### src/rtl/oclib_pkg.sv
// Shared byte-channel (BC) types and constants for the oclib BC tree.
// Holds the bidirectional channel struct, the framing limit and the combiner state type.
package oclib_pkg;

  localparam logic [7:0] BcLengthMax = 8'd120;

  typedef struct packed {
    logic [7:0] data;
    logic       valid;
    logic       ready;
  } bc_8b_bidi_s;

  typedef enum logic [1:0] {
    StIdle = 2'd0,
    StLock = 2'd1,
    StCopy = 2'd2
  } combinerState_e;

  // A length byte of zero or above the framing limit is a complete 1-byte message.
  function automatic logic bcIsSingleByte(input logic [7:0] len);
    return (len == 8'd0) || (len > BcLengthMax);
  endfunction

endpackage

### src/rtl/oclib_arb_rr.sv
// Combinational round-robin arbiter: first active request at or after the pointer wins.
// Returns both the winning index and a one-hot grant; the caller registers the result.
module oclib_arb_rr #(
  parameter int Inputs = 8
) (
  input  logic [Inputs-1:0]         i_request,
  input  logic [$clog2(Inputs)-1:0] i_pointer,
  output logic                      o_valid,
  output logic [$clog2(Inputs)-1:0] o_index,
  output logic [Inputs-1:0]         o_grant
);

  localparam int IdxW = $clog2(Inputs);

  logic [IdxW:0] w_sum;

  always_comb begin
    o_valid = 1'b0;
    o_index = '0;
    o_grant = '0;
    w_sum   = '0;
    for (int i = 0; i < Inputs; i++) begin
      w_sum = {1'b0, i_pointer} + (IdxW+1)'(i);
      if (w_sum >= (IdxW+1)'(Inputs)) w_sum = w_sum - (IdxW+1)'(Inputs);
      if (!o_valid && i_request[w_sum[IdxW-1:0]]) begin
        o_valid                  = 1'b1;
        o_index                  = w_sum[IdxW-1:0];
        o_grant[w_sum[IdxW-1:0]] = 1'b1;
      end
    end
  end

endmodule

### src/rtl/oclib_bc_tree_combiner.sv
// Merges child BC response streams into one parent stream, arbitrating per length-framed message.
// Optional stall watchdog enabled by defining OCLIB_BC_COMBINER_TIMEOUT_EN.
module oclib_bc_tree_combiner
  import oclib_pkg::*;
#(
  parameter type BcType        = oclib_pkg::bc_8b_bidi_s,
  parameter int  Inputs        = 8,
  parameter int  TimeoutCycles = 1024
) (
  input  logic  clock,
  input  logic  reset,
  input  BcType downIn  [Inputs],
  output BcType downOut [Inputs],
  output BcType upOut,
  input  BcType upIn,
  output logic  timeoutError
);

  localparam int IdxW = $clog2(Inputs);

  combinerState_e    r_state, w_nextState;
  logic [IdxW-1:0]   r_grant, r_pointer, w_arbIndex, w_nextPointer;
  logic [Inputs-1:0] r_grantOneHot, w_arbOneHot, w_requests;
  logic              w_arbValid;
  logic [7:0]        r_length, r_counter, r_upData;
  logic              r_upValid, r_timeoutError;
  logic              w_selValid;
  logic [7:0]        w_selData;
  logic              w_upRoom, w_accept, w_lastByte, w_timeout;
  logic              w_unusedBits;

  always_comb begin
    w_unusedBits = ^upIn;
    for (int i = 0; i < Inputs; i++) begin
      w_requests[i] = downIn[i].valid;
      w_unusedBits  = w_unusedBits ^ downIn[i].ready;
    end
  end

  oclib_arb_rr #(.Inputs(Inputs)) u_arb (
    .i_request (w_requests),
    .i_pointer (r_pointer),
    .o_valid   (w_arbValid),
    .o_index   (w_arbIndex),
    .o_grant   (w_arbOneHot)
  );

  assign w_selValid    = downIn[r_grant].valid;
  assign w_selData     = downIn[r_grant].data;
  assign w_upRoom      = !r_upValid || upIn.ready;
  assign w_accept      = (r_state != StIdle) && w_selValid && w_upRoom;
  assign w_lastByte    = (r_state == StCopy) && w_accept && (r_counter == r_length - 8'd1);
  assign w_nextPointer = (r_grant == IdxW'(Inputs - 1)) ? '0 : r_grant + IdxW'(1);

`ifdef OCLIB_BC_COMBINER_TIMEOUT_EN
  logic [15:0] r_stall;

  always_ff @(posedge clock) begin
    if (!reset || r_state == StIdle || w_accept) r_stall <= '0;
    else                                         r_stall <= r_stall + 16'd1;
  end

  assign w_timeout = (r_state != StIdle) && !w_accept && (r_stall == 16'(TimeoutCycles - 1));
`else
  localparam int unusedTimeoutCycles = TimeoutCycles;
  assign w_timeout = 1'b0;
`endif

  always_ff @(posedge clock) begin
    if (!reset) r_state <= StIdle;
    else        r_state <= w_nextState;
  end

  always_comb begin
    w_nextState = r_state;
    unique case (r_state)
      StIdle: if (w_arbValid) w_nextState = StLock;
      StLock: begin
        if (w_timeout)     w_nextState = StIdle;
        else if (w_accept) w_nextState = bcIsSingleByte(w_selData) ? StIdle : StCopy;
      end
      StCopy: if (w_timeout || w_lastByte) w_nextState = StIdle;
      default: w_nextState = StIdle;
    endcase
  end

  // The one-entry output register frees up whenever the parent takes the byte it holds.
  always_ff @(posedge clock) begin
    if (!reset) begin
      r_grant        <= '0;
      r_grantOneHot  <= '0;
      r_pointer      <= '0;
      r_length       <= '0;
      r_counter      <= '0;
      r_upValid      <= 1'b0;
      r_upData       <= '0;
      r_timeoutError <= 1'b0;
    end else begin
      r_timeoutError <= w_timeout;
      if (r_state == StIdle && w_arbValid) begin
        r_grant       <= w_arbIndex;
        r_grantOneHot <= w_arbOneHot;
        r_counter     <= '0;
      end
      if (r_state == StLock && w_accept) begin
        r_length  <= w_selData;
        r_counter <= '0;
      end
      if (r_state == StCopy && w_accept) r_counter <= r_counter + 8'd1;
      if (w_lastByte || w_timeout) r_pointer <= w_nextPointer;
      if (w_accept) begin
        r_upValid <= 1'b1;
        r_upData  <= w_selData;
      end else if (upIn.ready) begin
        r_upValid <= 1'b0;
      end
    end
  end

  always_comb begin
    upOut        = '0;
    upOut.valid  = r_upValid;
    upOut.data   = r_upData;
    timeoutError = r_timeoutError;
    for (int i = 0; i < Inputs; i++) begin
      downOut[i]       = '0;
      downOut[i].ready = r_grantOneHot[i] && (r_state != StIdle) && w_upRoom;
    end
  end

endmodule

### config.mk
export PLATFORM = sky130hd
export DESIGN_NAME = oclib_bc_tree_combiner
export DESIGN_NICKNAME = d
export VERILOG_FILES = /design/src/rtl/oclib_pkg.sv /design/src/rtl/oclib_arb_rr.sv /design/src/rtl/oclib_bc_tree_combiner.sv
export SDC_FILE = /design/constraint.sdc
export NUM_CORES = 1
export LEC_CHECK = 0
export CORE_MARGIN = 3
export CORE_UTILIZATION = 47
export DETAILED_ROUTE_END_ITERATION = 7
export DONT_BUFFER_PORTS = 1
export PLACE_DENSITY = 0.74
export SLEW_MARGIN = 10
export SYNTH_ARGS = -nofsm -noshare
export SYNTH_HDL_FRONTEND = slang
export SYNTH_HIERARCHICAL = 1
export SYNTH_SLANG_ARGS = --single-unit
### constraint.sdc
create_clock -name clock -period 5 [get_ports clock]
set_clock_uncertainty 0.2 [all_clocks]
set_input_delay 1.25 -clock clock [delete_from_list [all_inputs] [get_ports clock]]
set_output_delay 1.25 -clock clock [all_outputs]
set_load 0.05 [all_outputs]
# Word-level counts from Yosys, hierarchy flattened
# Cells that the tools add are included.
# W data, S select, Z words.
# op_classes
add_sub_neg	18
magnitude_cmp	26
n_eq_ne	7
n_mux	78
n_bitwise	8
n_reduce_logical	53
# op_table
operator	count
$mux W8	11
$or A8 B8 Y8	7
$mux W3	17
$logic_and A1 B1 Y1	37
$ge A4 B4 Y1 const B	8
$lt A3 B4 Y1 const B	8
$bmux W10 S3	1
$mux W1	26
$bmux W1 S3	8
$demux W1 S3	8
$ge A3 B1 Y1 const B	8
$sub A3 B1 Y3 const B	8
$mux W10	2
$add A3 B3 Y4 const B	4
$add A3 B2 Y4 const B	2
$add A8 B1 Y8 const B	1
$eq A8 B8 Y1	1
$gt A8 B7 Y1 const B	1
$logic_not A1 Y1	8
$logic_not A8 Y1	1
$mux W2	4
$sub A8 B1 Y8 const B	1
$ne A2 B2 Y1 const B	3
$pmux W2 S3	1
other kinds (12)	14
# totals
ff_bits	41
input_bits	92
out_inout_bits	91
elab_cells	198

# Depth between registers and ports, before layout
# logic_depth
ltp_word	30
mapped_depth	14
depth_no_buf	10

# By module
# Netlist, hierarchy kept.
# modules_own_cells
module	instances	cells_per_inst	area_each_um2	seq_area_each_um2
oclib_bc_tree_combiner	1	351	3120.5	820.8
oclib_arb_rr	1	143	1194.9	0.0

# Worst setup path after synthesis
# Ideal clock, no wire load.
# synth_timing
kind	input port to flip-flop
from	input port downIn[1] in the netlist's numbering
to	register r_counter[4]
setup_time_ns	0.082
arrival_time_ns	3.454
t_required_ns	4.718
setup_slack_ns	1.264
path_stages	8
n_path_buf	0
cell_sequence	mux4_2 mux2_4 or4_4 nor2_1 nand3_1 mux2i_1 o221ai_1 o211ai_1
# synth_via
elab_chain_cells	26
word_cells_on_any_way	49
cone_classes	mux: 29; reduce/logical: 20
# synth_lines
item	line	rtl
from (decl)	oclib_bc_tree_combiner.sv:12	input BcType downIn [Inputs],
$bmux W1 S3	oclib_arb_rr.sv:25	if (!o_valid && i_request[w_sum[IdxW-1:0]]) begin
$mux W1 (not written as such)	oclib_arb_rr.sv:25	
$mux W1	oclib_arb_rr.sv:25	
$logic_not A1 Y1	oclib_arb_rr.sv:25	
$logic_and A1 B1 Y1	oclib_arb_rr.sv:25	
$mux W1	oclib_arb_rr.sv:25	
$logic_not A1 Y1	oclib_arb_rr.sv:25	
$logic_and A1 B1 Y1	oclib_arb_rr.sv:25	
[... 11 more ...]	n/a	
$logic_and A1 B1 Y1	oclib_arb_rr.sv:25	
$mux W1	oclib_arb_rr.sv:25	
$logic_not A1 Y1	oclib_arb_rr.sv:25	
$logic_and A1 B1 Y1	oclib_arb_rr.sv:25	
$mux W1 (*)	oclib_arb_rr.sv:25	
net w_arbValid	oclib_bc_tree_combiner.sv:24	logic w_arbValid;
$logic_and A1 B1 Y1 (*)	oclib_bc_tree_combiner.sv:100	if (r_state == StIdle && w_arbValid) begin
$reduce_bool A3 Y1 (no source line) (*)	n/a	
to (signal assigned)	oclib_bc_tree_combiner.sv:109	if (r_state == StCopy && w_accept) r_counter <= r_counter + 8'd1;
to (decl)	oclib_bc_tree_combiner.sv:25	logic [7:0] r_length, r_counter, r_upData;
# Mark *: on every way through the listed nets, which the timed path passes. The rest lies on a longest branch. The select of a mux whose other input is x is not followed.
# A chain may end at the register's enable or synchronous reset.

# Final worst setup path
# layout_timing
from	input port downIn[1] in the netlist's numbering
to	register r_grantOneHot[7]
# layout_via
word_cells_on_any_way	54
cone_classes	mux: 32; bitwise: 7; reduce/logical: 15
# layout_rtl
item	line	rtl
$bmux W1 S3	oclib_arb_rr.sv:25	
$mux W1 (not written as such)	oclib_arb_rr.sv:25	
$mux W1	oclib_arb_rr.sv:25	
$logic_not A1 Y1	oclib_arb_rr.sv:25	
$logic_and A1 B1 Y1	oclib_arb_rr.sv:25	
$mux W1	oclib_arb_rr.sv:25	
$logic_not A1 Y1	oclib_arb_rr.sv:25	
$logic_and A1 B1 Y1	oclib_arb_rr.sv:25	
[... 9 more ...]	n/a	
$mux W1	oclib_arb_rr.sv:25	
$logic_not A1 Y1	oclib_arb_rr.sv:25	
$logic_and A1 B1 Y1	oclib_arb_rr.sv:25	
$mux W1	oclib_arb_rr.sv:25	
$logic_not A1 Y1	oclib_arb_rr.sv:25	
$logic_and A1 B1 Y1	oclib_arb_rr.sv:25	
$mux W8 (*)	oclib_arb_rr.sv:25	
net w_arbOneHot[7]	oclib_bc_tree_combiner.sv:23	logic [Inputs-1:0] r_grantOneHot, w_arbOneHot, w_requests;
to (signal assigned)	oclib_bc_tree_combiner.sv:102	r_grantOneHot <= w_arbOneHot;
to (decl)	oclib_bc_tree_combiner.sv:23	
# Marks and branches as above.

==> metrics.md <==
| Metric | Value |
|---|---|
| Global-route wire length before repair | 15500 µm |
| H-tree Lvls | 2 |
| Row count | 34 |
| Hold depth | 2 |
| CTS sink count | 41 |
| Gr ovfl total | 0 |
| YS warnings | 6 |
| Status | complete, no violations |
| Multi-input gate area | 0.00303 mm² |
| Post-Synth Simple-Gate Area | 18.0% |
| Antenna violations before repair | 0 |
| GP Congestion | 0.948 |
| Hold path startpoint | r_grantOneHot[3] |
| Post-DRT Antenna Nets | 0 |
| Vias in the first global route | 3222 |
| Max clock buf depth | 2 |
| FF+latch area | 821 µm² |
| EDFF count, synth | 0 |
| Crit path DAT | 3770 ps |
| Leakage power | 1.60 nW |
| Maximum number of pins on one net before global-route repair | 30 |
| Cell area after layout | 0.00421 mm² |
| Post-Route WL | 9890 µm |
| Seq cells post-synth | 41 |
| Slew Limit Fails | 0 |
| Synth-to-layout area growth | -2.41% |
| RSZ-0062 raised after global routing | no |
| Area after DPL | 0.00410 mm² |
| Boundary Pins | 183 |
| Post-CTS setup buffers | 0 |
| Slew of the pin with the lowest slew margin | 891 ps |
| PwrDens | 224 mW/mm² |
| # hold bufs at CTS | 0 |
| Register-to-Register Path Depth | 11 |
| Share of the synthesized area in the top cell type | 19.0% |
| Layout fillers | 830 |
| Hold EP | r_grantOneHot[3] |
| FF-to-FF Start | r_pointer[0] |
| Peak supply drop | 0.000150 V |
| R2R Setup Slk | 1360 ps |
| Vias | 3462 |
| HP Class | flop to flop |
| Count leader, synth | buf_4 |
| I/O Buffers | 0 |
| Initial Util | 49.0% |
| Synth area leaders | dfxtp_1, buf_4, mux4_2, mux2i_1, mux4_1 |
| GRT Util Overall | 18.6% |
| Adder-Cell Fraction of Synth Area | 2.90% |
| Synth Area in Compound Gates | 13.8% |
| WS Path Type | input port to flop |
| Nature of the critical path endpoint | flop |
| Share of cells above drive strength 1 | 12.8% |
| Req. time, crit path | 5010 ps |
| Avg Inst Size Synth | 8.74 µm² |
| Via-to-Cell Ratio | 5.85 |
| Ys async rst share | 0% |
| Synth unique cells | 66 |
| Clock-pin slew on the worst setup and hold paths | 70 ps |
| CTS tree | built |
| Fin. Hold Viols | 0 |
| DP HPWL | 7920 µm |
| Final net count | 585 |
| Register area share after synthesis | 19.0% |
| Core Area | 0.00881 mm² |
| DRC Markers | 0 |
| Antenna cells | 0 |
| Die H | 102 µm |
| Root buf cell | clkbuf_8 |
| Xor/xnor share of the synthesized area | 3.04% |
| Most used DFF post-synth | dfxtp_1 |
| Gate Count Post-Synth | 494 |
| Wirelength per Cell | 16.7 µm |
| Largest family of logic cells by synthesized area | multiplexers |
| Clock latency on the worst-skew pair | 300 ps |
| Num CTS Buffers | 5 |
| Setup TNS | 0 ps |
| FMAX | 0.266 GHz |
| Cell types with the highest counts after synthesis | buf_4, nand2_1, dfxtp_1, nor2_1, mux2i_1 |
| CP Max Fanout | 10 |
| Period utilization | 75.1% |
| Reg2reg end | r_grantOneHot[7] |
| Rel. slew slack | 40.5% |
| Mux contribution to synthesized area | 25.9% |
| Tmin final | 3750 ps |
| Pre-antenna DRT Iters | 4 |
| Initial DRC count | 204 |
| Final setup violation count | 0 |
| Critical Path Start Type | input port |
| Die ar. | 0.0104 mm² |
| Max Cap Violations | 0 |
| Largest area contributor in the netlist | dfxtp_1 |
| CTS resizes | 0 |
| Die W | 102 µm |
| Syn Std Cell Area | 0.00432 mm² |
-- stage by stage --
stage	power (mW)	cells	setup WS (ps)	utilization, %	hold WS, ps
2_1_floorplan	0.697	567	1260	-	232
3_3_place_gp	0.676	584	985	46.6	242
3_5_place_dp	0.681	584	944	46.6	245
4_1_cts	0.946	592	1260	47.8	256
5_1_grt	0.984	592	1070	47.8	280
6_report	0.943	592	1250	47.8	251
-- flip-flops by register name (all words and copies together), names as in the netlist --
name,count
r_pointer,3
r_length,8
r_grant,3
r_grantOneHot,8
r_state,2
r_upValid,1
r_counter,8
r_upData,8
-- cells by family after synthesis --
| kind of cell | Yosys count |
|---|---|
| buffers and inverters | 115 |
| AOI/OAI and AO/OA | 82 |
| other | 1 |
| and+or+nand+nor | 157 |
| muxes | 73 |
| xor gates and xnor gates | 15 |
| DFF | 41 |
| adders and majority gates | 10 |
-- per-layer routing --
metal	GRT usage (%)	vias to the layer above	routed length (µm)
li1	-	1627	-
met1	24.5	1609	4120
met2	31.1	208	4710
met3	4.98	18	931
met4	3.43	0	135
met5	0	-	0
-- layout make-up --
type	count	share of cell area, %
inverters	17	1.52
clock inverters	2	0.921
repair buffers	7	1.25
clock buffers	6	1.72
multi-input cells	411	71.9
flip-flops and latches	41	19.5
well taps	108	3.21
-- worst max path at each step --
stage / slack [ps] / cells past startpoint / endpoint / startpoint
after CTS: 1260 / 8 / r_counter[5] / downIn[1]
final: 1250 / 8 / r_grantOneHot[7] / downIn[1]
after global routing: 1070 / 8 / r_grantOneHot[7] / downIn[1]
after detailed placement: 940 / 8 / r_counter[5] / downIn[1]
after global placement: 990 / 8 / r_counter[5] / downIn[1]
after floorplan: 1260 / 8 / r_counter[4] / downIn[1]
-- critical path: stages --
cell	delay [ps]
mux4_2	500
mux2_4	350
or4_4	610
nor4_2	490
nor2_2	90
a221oi_2	260
nand2_1	90
a21oi_1	130
-- power by group --
group,switching (mW),internal (mW),total (mW)
Combinational,0.216,0.0809,0.297
Sequential,0.0398,0.340,0.380
Clock,0.116,0.150,0.266
Total,0.372,0.571,0.943
-- cells in the final DEF (no fill, tap or decap), drive strengths merged, types with 7 or more instances in the layout --
| master | netlist | layout |
|---|---|---|
| nand3 | 12 | 12 |
| ha | 10 | 10 |
| nor3 | 14 | 14 |
| buf | 84 | 7 |
| mux4 | 27 | 27 |
| o21ai | 10 | 10 |
| xnor2 | 9 | 9 |
| conb | 1 | 74 |
| nand2 | 50 | 50 |
| nor2 | 35 | 35 |
| and2 | 13 | 13 |
| mux2 | 14 | 14 |
| inv | 17 | 17 |
| dfxtp | 41 | 41 |
| a21oi | 25 | 25 |
| mux2i | 32 | 32 |
Power figures use the tool's default switching activity.
